## config.mk

```make
export PLATFORM = sky130hd
export DESIGN_NAME = ddr2_return_buffer
export DESIGN_NICKNAME = d
export VERILOG_FILES = /design/src/rtl/ddr2_return_buffer.sv
export SDC_FILE = /design/constraint.sdc
export NUM_CORES = 2
export LEC_CHECK = 0
export BUFFER_PORTS_ARGS = -buffer_cell sky130_fd_sc_hd__buf_4
export CAP_MARGIN = 0
export CORE_AREA = 4 4 573 433
export DETAILED_ROUTE_END_ITERATION = 12
export DIE_AREA = 0 0 577 437
export GPL_TIMING_DRIVEN = 0
export SLEW_MARGIN = 10
export SYNTH_ARGS = -nofsm -noshare
export SYNTH_HDL_FRONTEND = slang
export SYNTH_SLANG_ARGS = --single-unit
```

## constraint.sdc

```tcl
create_clock -name clk -period 35.7 [get_ports clk]
set_input_delay 1.785 -clock clk [delete_from_list [all_inputs] [get_ports clk]]
set_output_delay 1.785 -clock clk [all_outputs]
set_load 0.01 [all_outputs]
```

## src/rtl/ddr2_return_buffer.sv

```systemverilog
// Read-return FIFO between the DDR2 controller read path and a popping consumer.
// Optional sticky overflow/underflow flags are built only with DDR2_RETURN_BUFFER_ERR_FLAGS_EN.
module ddr2_return_buffer #(
    parameter int DATA_W     = 128,
    parameter int ADX_W      = 27,
    parameter int DEPTH_LOG2 = 4
) (
    input  logic                  clk,
    input  logic                  resetn,
    input  logic                  rd_valid,
    input  logic [DATA_W-1:0]     rd_data,
    input  logic [ADX_W-1:0]      rd_adx,
    output logic                  rd_ready,
    output logic                  has_return_data,
    input  logic                  get_return_data,
    output logic [DATA_W-1:0]     return_data,
    output logic [ADX_W-1:0]      return_adx,
    output logic [DEPTH_LOG2:0]   fill_level,
    output logic                  overflow,
    output logic                  underflow
);

    localparam int DEPTH   = 1 << DEPTH_LOG2;
    localparam int ENTRY_W = DATA_W + ADX_W;
    localparam logic [DEPTH_LOG2:0] FULL_COUNT = (DEPTH_LOG2+1)'(DEPTH);

    logic [ENTRY_W-1:0]    mem [DEPTH];
    logic [DEPTH_LOG2-1:0] wr_ptr;
    logic [DEPTH_LOG2-1:0] rd_ptr;
    logic [DEPTH_LOG2:0]   count;
    logic                  push;
    logic                  pop;
    logic                  empty;
    logic                  full;

    assign empty           = (count == '0);
    assign full            = (count == FULL_COUNT);
    assign has_return_data = !empty;
    assign rd_ready        = !full;
    assign fill_level      = count;

    // A pop at count=0 is invalid even when a push lands the same edge: no bypass.
    assign push = rd_valid && !full;
    assign pop  = get_return_data && !empty;

    // Storage carries no reset so it maps onto plain RAM.
    always_ff @(posedge clk) begin
        if (push) begin
            mem[wr_ptr] <= {rd_adx, rd_data};
        end
    end

    always_ff @(posedge clk) begin
        if (!resetn) begin
            wr_ptr      <= '0;
            rd_ptr      <= '0;
            count       <= '0;
            return_data <= '0;
            return_adx  <= '0;
        end else begin
            if (push) begin
                wr_ptr <= wr_ptr + 1'b1;
            end
            if (pop) begin
                {return_adx, return_data} <= mem[rd_ptr];
                rd_ptr                    <= rd_ptr + 1'b1;
            end
            case ({push, pop})
                2'b10:   count <= count + 1'b1;
                2'b01:   count <= count - 1'b1;
                default: count <= count;
            endcase
        end
    end

`ifdef DDR2_RETURN_BUFFER_ERR_FLAGS_EN
    always_ff @(posedge clk) begin
        if (!resetn) begin
            overflow  <= 1'b0;
            underflow <= 1'b0;
        end else begin
            if (rd_valid && full) begin
                overflow <= 1'b1;
            end
            if (get_return_data && empty) begin
                underflow <= 1'b1;
            end
        end
    end
`else
    assign overflow  = 1'b0;
    assign underflow = 1'b0;
`endif

endmodule

```

==> results_tabular.tex <==
\begin{tabular}{lr}
\hline
Metric & Value \\
\hline
\multicolumn{2}{l}{\textbf{Status}} \\
Run status & completed \\
\multicolumn{2}{l}{\textbf{Layout}} \\
Reg area & 77830 um\^{}2 \\
Most common cell after layout, fill and taps aside & sky130\_fd\_sc\_hd\_\_edfxtp\_1 \\
Final nets & 5319 \\
Fraction of layout cells with a size suffix above 1 & 0.3323 \\
Area of the multi-input gates & 19930 um\^{}2 \\
Filler cell count & 19630 \\
Area growth from synthesis to layout & 19.00\% \\
Post-route core utilization & 0.4853 \\
Final Instance Count excl. Fillers & 8624 \\
Most used cells in the layout excluding fill and tap cells & sky130\_fd\_sc\_hd\_\_edfxtp\_1, sky130\_fd\_sc\_hd\_\_mux4\_2, sky130\_fd\_sc\_hd\_\_buf\_4, sky130\_fd\_sc\_hd\_\_clkbuf\_16, sky130\_fd\_sc\_hd\_\_mux2i\_1 \\
\multicolumn{2}{l}{\textbf{Detailed routing}} \\
Detailed Routing Iterations Pass 1 & 5 \\
Mean number of vias per cell & 5.551 \\
Routed WL per cell & 29.92 um \\
Via count & 47870 \\
Number of DRC violations after detailed routing & 0 \\
Number of nets with antenna violations after detailed routing & 0 \\
Initial detailed-routing violation count & 5090 \\
WL final & 258000 um \\
\multicolumn{2}{l}{\textbf{Global route}} \\
Number of global-route vias before repair & 48890 \\
Global router's overall resource usage & 0.2027 \\
Pin count of the biggest net entering global routing & 23 \\
Antenna violations before repair & 34 \\
Global route overflow & 0 \\
First-pass GRT wire length & 367000 um \\
\multicolumn{2}{l}{\textbf{Worst setup path}} \\
Worst Setup Path Type & in2reg \\
Element type at the critical path end & flop \\
Arr. time, crit path & 5070 ps \\
Data required, critical path & 36210 ps \\
Depth of the worst register-to-register path & 10 \\
Maximum fanout along the worst path & 9 \\
Critical Path Start Type & input port \\
\multicolumn{2}{l}{\textbf{STA}} \\
Worst slew margin & 0.1445 \\
Aggregate negative setup slack & 0 ps \\
Max Slew Vio Count & 0 \\
Worst Clk Skew & 35.54 ps \\
Slew @ Worst Pin & 1283 ps \\
Final cycle utilization of the critical path & 0.1279 \\
Fmax & 0.2190 GHz \\
Final setup violation count & 0 \\
Count of endpoints failing hold in the final timing report & 0 \\
Fin Hold WS & 494.2 ps \\
Shortest period the worst path allows & 4566 ps \\
RSZ-0062 raised after global routing & false \\
\multicolumn{2}{l}{\textbf{Yosys}} \\
Number of distinct standard cells referenced by the synthesized netlist & 42 \\
Number of storage elements in the synthesis netlist & 2648 \\
Area leader, netlist & sky130\_fd\_sc\_hd\_\_edfxtp\_1 \\
Synthesized netlist cell count & 4337 \\
Dominant synthesized flop cell & sky130\_fd\_sc\_hd\_\_edfxtp\_1 \\
Avg Synthesized Cell Area & 22.83 um\^{}2 \\
Fraction of registers with async set/reset & 0 \\
Area share of the leading cell type in the synthesized netlist & 0.7522 \\
Number of enable-type register cells in the synthesized netlist & 2480 \\
YS warnings & 0 \\
Fraction of the yosys area taken by sequential cells & 0.7861 \\
Syn Std Cell Area & 99010 um\^{}2 \\
Top post-synthesis cells by area & sky130\_fd\_sc\_hd\_\_edfxtp\_1, sky130\_fd\_sc\_hd\_\_mux4\_2, sky130\_fd\_sc\_hd\_\_dfxtp\_1 \\
\multicolumn{2}{l}{\textbf{Placement}} \\
Port buffer count & 320 \\
HPWL Detailed & 169200 um \\
Final estimated routing congestion in global placement & 0.7181 \\
Number of placed cells counting well taps & 8132 \\
\multicolumn{2}{l}{\textbf{Clock network}} \\
Clock-pin transition on the worst setup and hold timing paths & 60 ps \\
Clock Path Buffers & 4 \\
CTS root buf & sky130\_fd\_sc\_hd\_\_clkbuf\_16 \\
Post-cts hold buffer count & 0 \\
Clock Latency Late Sink & 840 ps \\
Quantity of gates resized following cts & 0 \\
\# Post-CTS Setup Buffers & 0 \\
Clock tree from TritonCTS & built \\
Number of sinks driven by the clock tree & 2648 \\
Deepest level of the CTS H-tree & 5 \\
Number of buffers inserted during clock tree synthesis & 275 \\
\multicolumn{2}{l}{\textbf{Pwr}} \\
Power Total & 7.600 mW \\
P per Cell Area & 64.50 nW/um\^{}2 \\
Leakage dissipation & 36.90 nW \\
Maximum VDD drop & 0.03984 mV \\
\multicolumn{2}{l}{\textbf{Floorplanning}} \\
Die Wd & 577 um \\
Die height & 437 um \\
Count of pins on the block boundary & 323 \\
Initial Utilization & 0.4078 \\
Placeable Area & 242800 um\^{}2 \\
Die outline area & 252100 um\^{}2 \\
Standard-cell row count & 157 \\
\multicolumn{2}{l}{\textbf{Worst hold path}} \\
Path type of the worst min-delay path & reg2reg \\
Hold path depth & 2 \\
\multicolumn{2}{l}{\textbf{Run}} \\
Max Cap Viol & 0 \\
\hline
\end{tabular}
-- where the power goes --
group          internal [mW]  leakage [nW]  switching (mW)  total [mW]
logic                  0.510          8.84           0.640        1.15
clock network           1.65          4.29            1.17        2.82
registers               3.54          23.8          0.0819        3.63
total                   5.71          36.9            1.89        7.60
-- Yosys cell counts (2+ instances only) --
cell type	number
sky130_fd_sc_hd__a21oi_1	24
sky130_fd_sc_hd__nor2b_1	4
sky130_fd_sc_hd__nand3_1	2
sky130_fd_sc_hd__edfxtp_1	2480
sky130_fd_sc_hd__clkbuf_1	88
sky130_fd_sc_hd__nand2_1	36
sky130_fd_sc_hd__a221o_1	2
sky130_fd_sc_hd__xnor2_1	7
sky130_fd_sc_hd__buf_4	27
sky130_fd_sc_hd__dfxtp_1	168
sky130_fd_sc_hd__xor2_1	2
sky130_fd_sc_hd__buf_1	34
sky130_fd_sc_hd__inv_1	8
sky130_fd_sc_hd__mux4_2	578
sky130_fd_sc_hd__and2_1	13
sky130_fd_sc_hd__a31oi_1	21
sky130_fd_sc_hd__mux2i_1	219
sky130_fd_sc_hd__nor2_1	36
sky130_fd_sc_hd__o21ai_0	25
sky130_fd_sc_hd__ha_1	9
sky130_fd_sc_hd__a22oi_1	132
sky130_fd_sc_hd__buf_6	31
sky130_fd_sc_hd__o22ai_1	21
sky130_fd_sc_hd__buf_2	63
sky130_fd_sc_hd__o21ai_1	132
sky130_fd_sc_hd__mux2_2	134
sky130_fd_sc_hd__a221oi_1	21
sky130_fd_sc_hd__nand2b_1	3
sky130_fd_sc_hd__nor3_1	4
-- critical path: stages --
cell and delay, ps:
sky130_fd_sc_hd__buf_4 80, sky130_fd_sc_hd__a21boi_1 540, sky130_fd_sc_hd__nand2_1 380, sky130_fd_sc_hd__nor3_2 880
sky130_fd_sc_hd__buf_6 270, sky130_fd_sc_hd__buf_4 230, sky130_fd_sc_hd__buf_4 240, sky130_fd_sc_hd__buf_6 180
sky130_fd_sc_hd__buf_4 220, sky130_fd_sc_hd__buf_4 240
-- worst paths after layout --
check	from	to	slack, ps
worst min-delay path	return_data[106]$_SDFFE_PN0P_	return_data[106]$_SDFFE_PN0P_	490
worst min register to register	return_data[106]$_SDFFE_PN0P_	return_data[106]$_SDFFE_PN0P_	490
worst max-delay path	rd_valid	mem[2][101]$_DFFE_PP_	31130
worst max register to register	fill_level[0]$_SDFFE_PN0P_	mem[2][101]$_DFFE_PP_	31590
-- state kept, by name, indices dropped and copies added (netlist names) --
register,count
rd_ptr,4
fill_level,5
mem,2480
wr_ptr,4
return_data,128
return_adx,27
-- per-stage QoR --
stage	area, um^2	worst slack (ps)
5_1_grt	117800	31000
3_3_place_gp	105500	5875
6_report	117800	31130
3_5_place_dp	109000	30350
4_1_cts	117800	31250
2_1_floorplan	99010	21920
-- kinds of logic after synthesis --
| logic type | after synthesis | synth area share |
|---|---|---|
| other | 1 | 0.00003788 |
| AND/OR/NAND/NOR | 104 | 0.004903 |
| XOR/XNOR | 9 | 0.0007962 |
| adder cells (fa/ha/maj) | 10 | 0.001340 |
| AO/OA/AOI/OAI | 382 | 0.02420 |
| multiplexers | 931 | 0.1689 |
| buffers and inverters | 252 | 0.01372 |
| flip-flops | 2648 | 0.7861 |
-- routing by layer --
layer | GRT usage | routed length, um | vias up
met5 | 0 | 124 | -
met4 | 0.04886 | 6298 | 20
met3 | 0.04634 | 19320 | 396
met2 | 0.3163 | 121000 | 1745
met1 | 0.2908 | 111300 | 25720
li1 | - | - | 19990
-- area by class of cell --
| cell class | count | area share |
|---|---|---|
| clock buffers | 371 | 0.06468 |
| diodes | 8 | 0.0001699 |
| plain buffers | 243 | 0.01126 |
| multi-input cells | 1438 | 0.1691 |
| inverters | 9 | 0.0002867 |
| flip-flops and latches | 2648 | 0.6606 |
| clock inverters | 113 | 0.009844 |
| repair buffers | 535 | 0.04941 |
| well taps | 3259 | 0.03461 |
(Power assumes the default switching activity.)
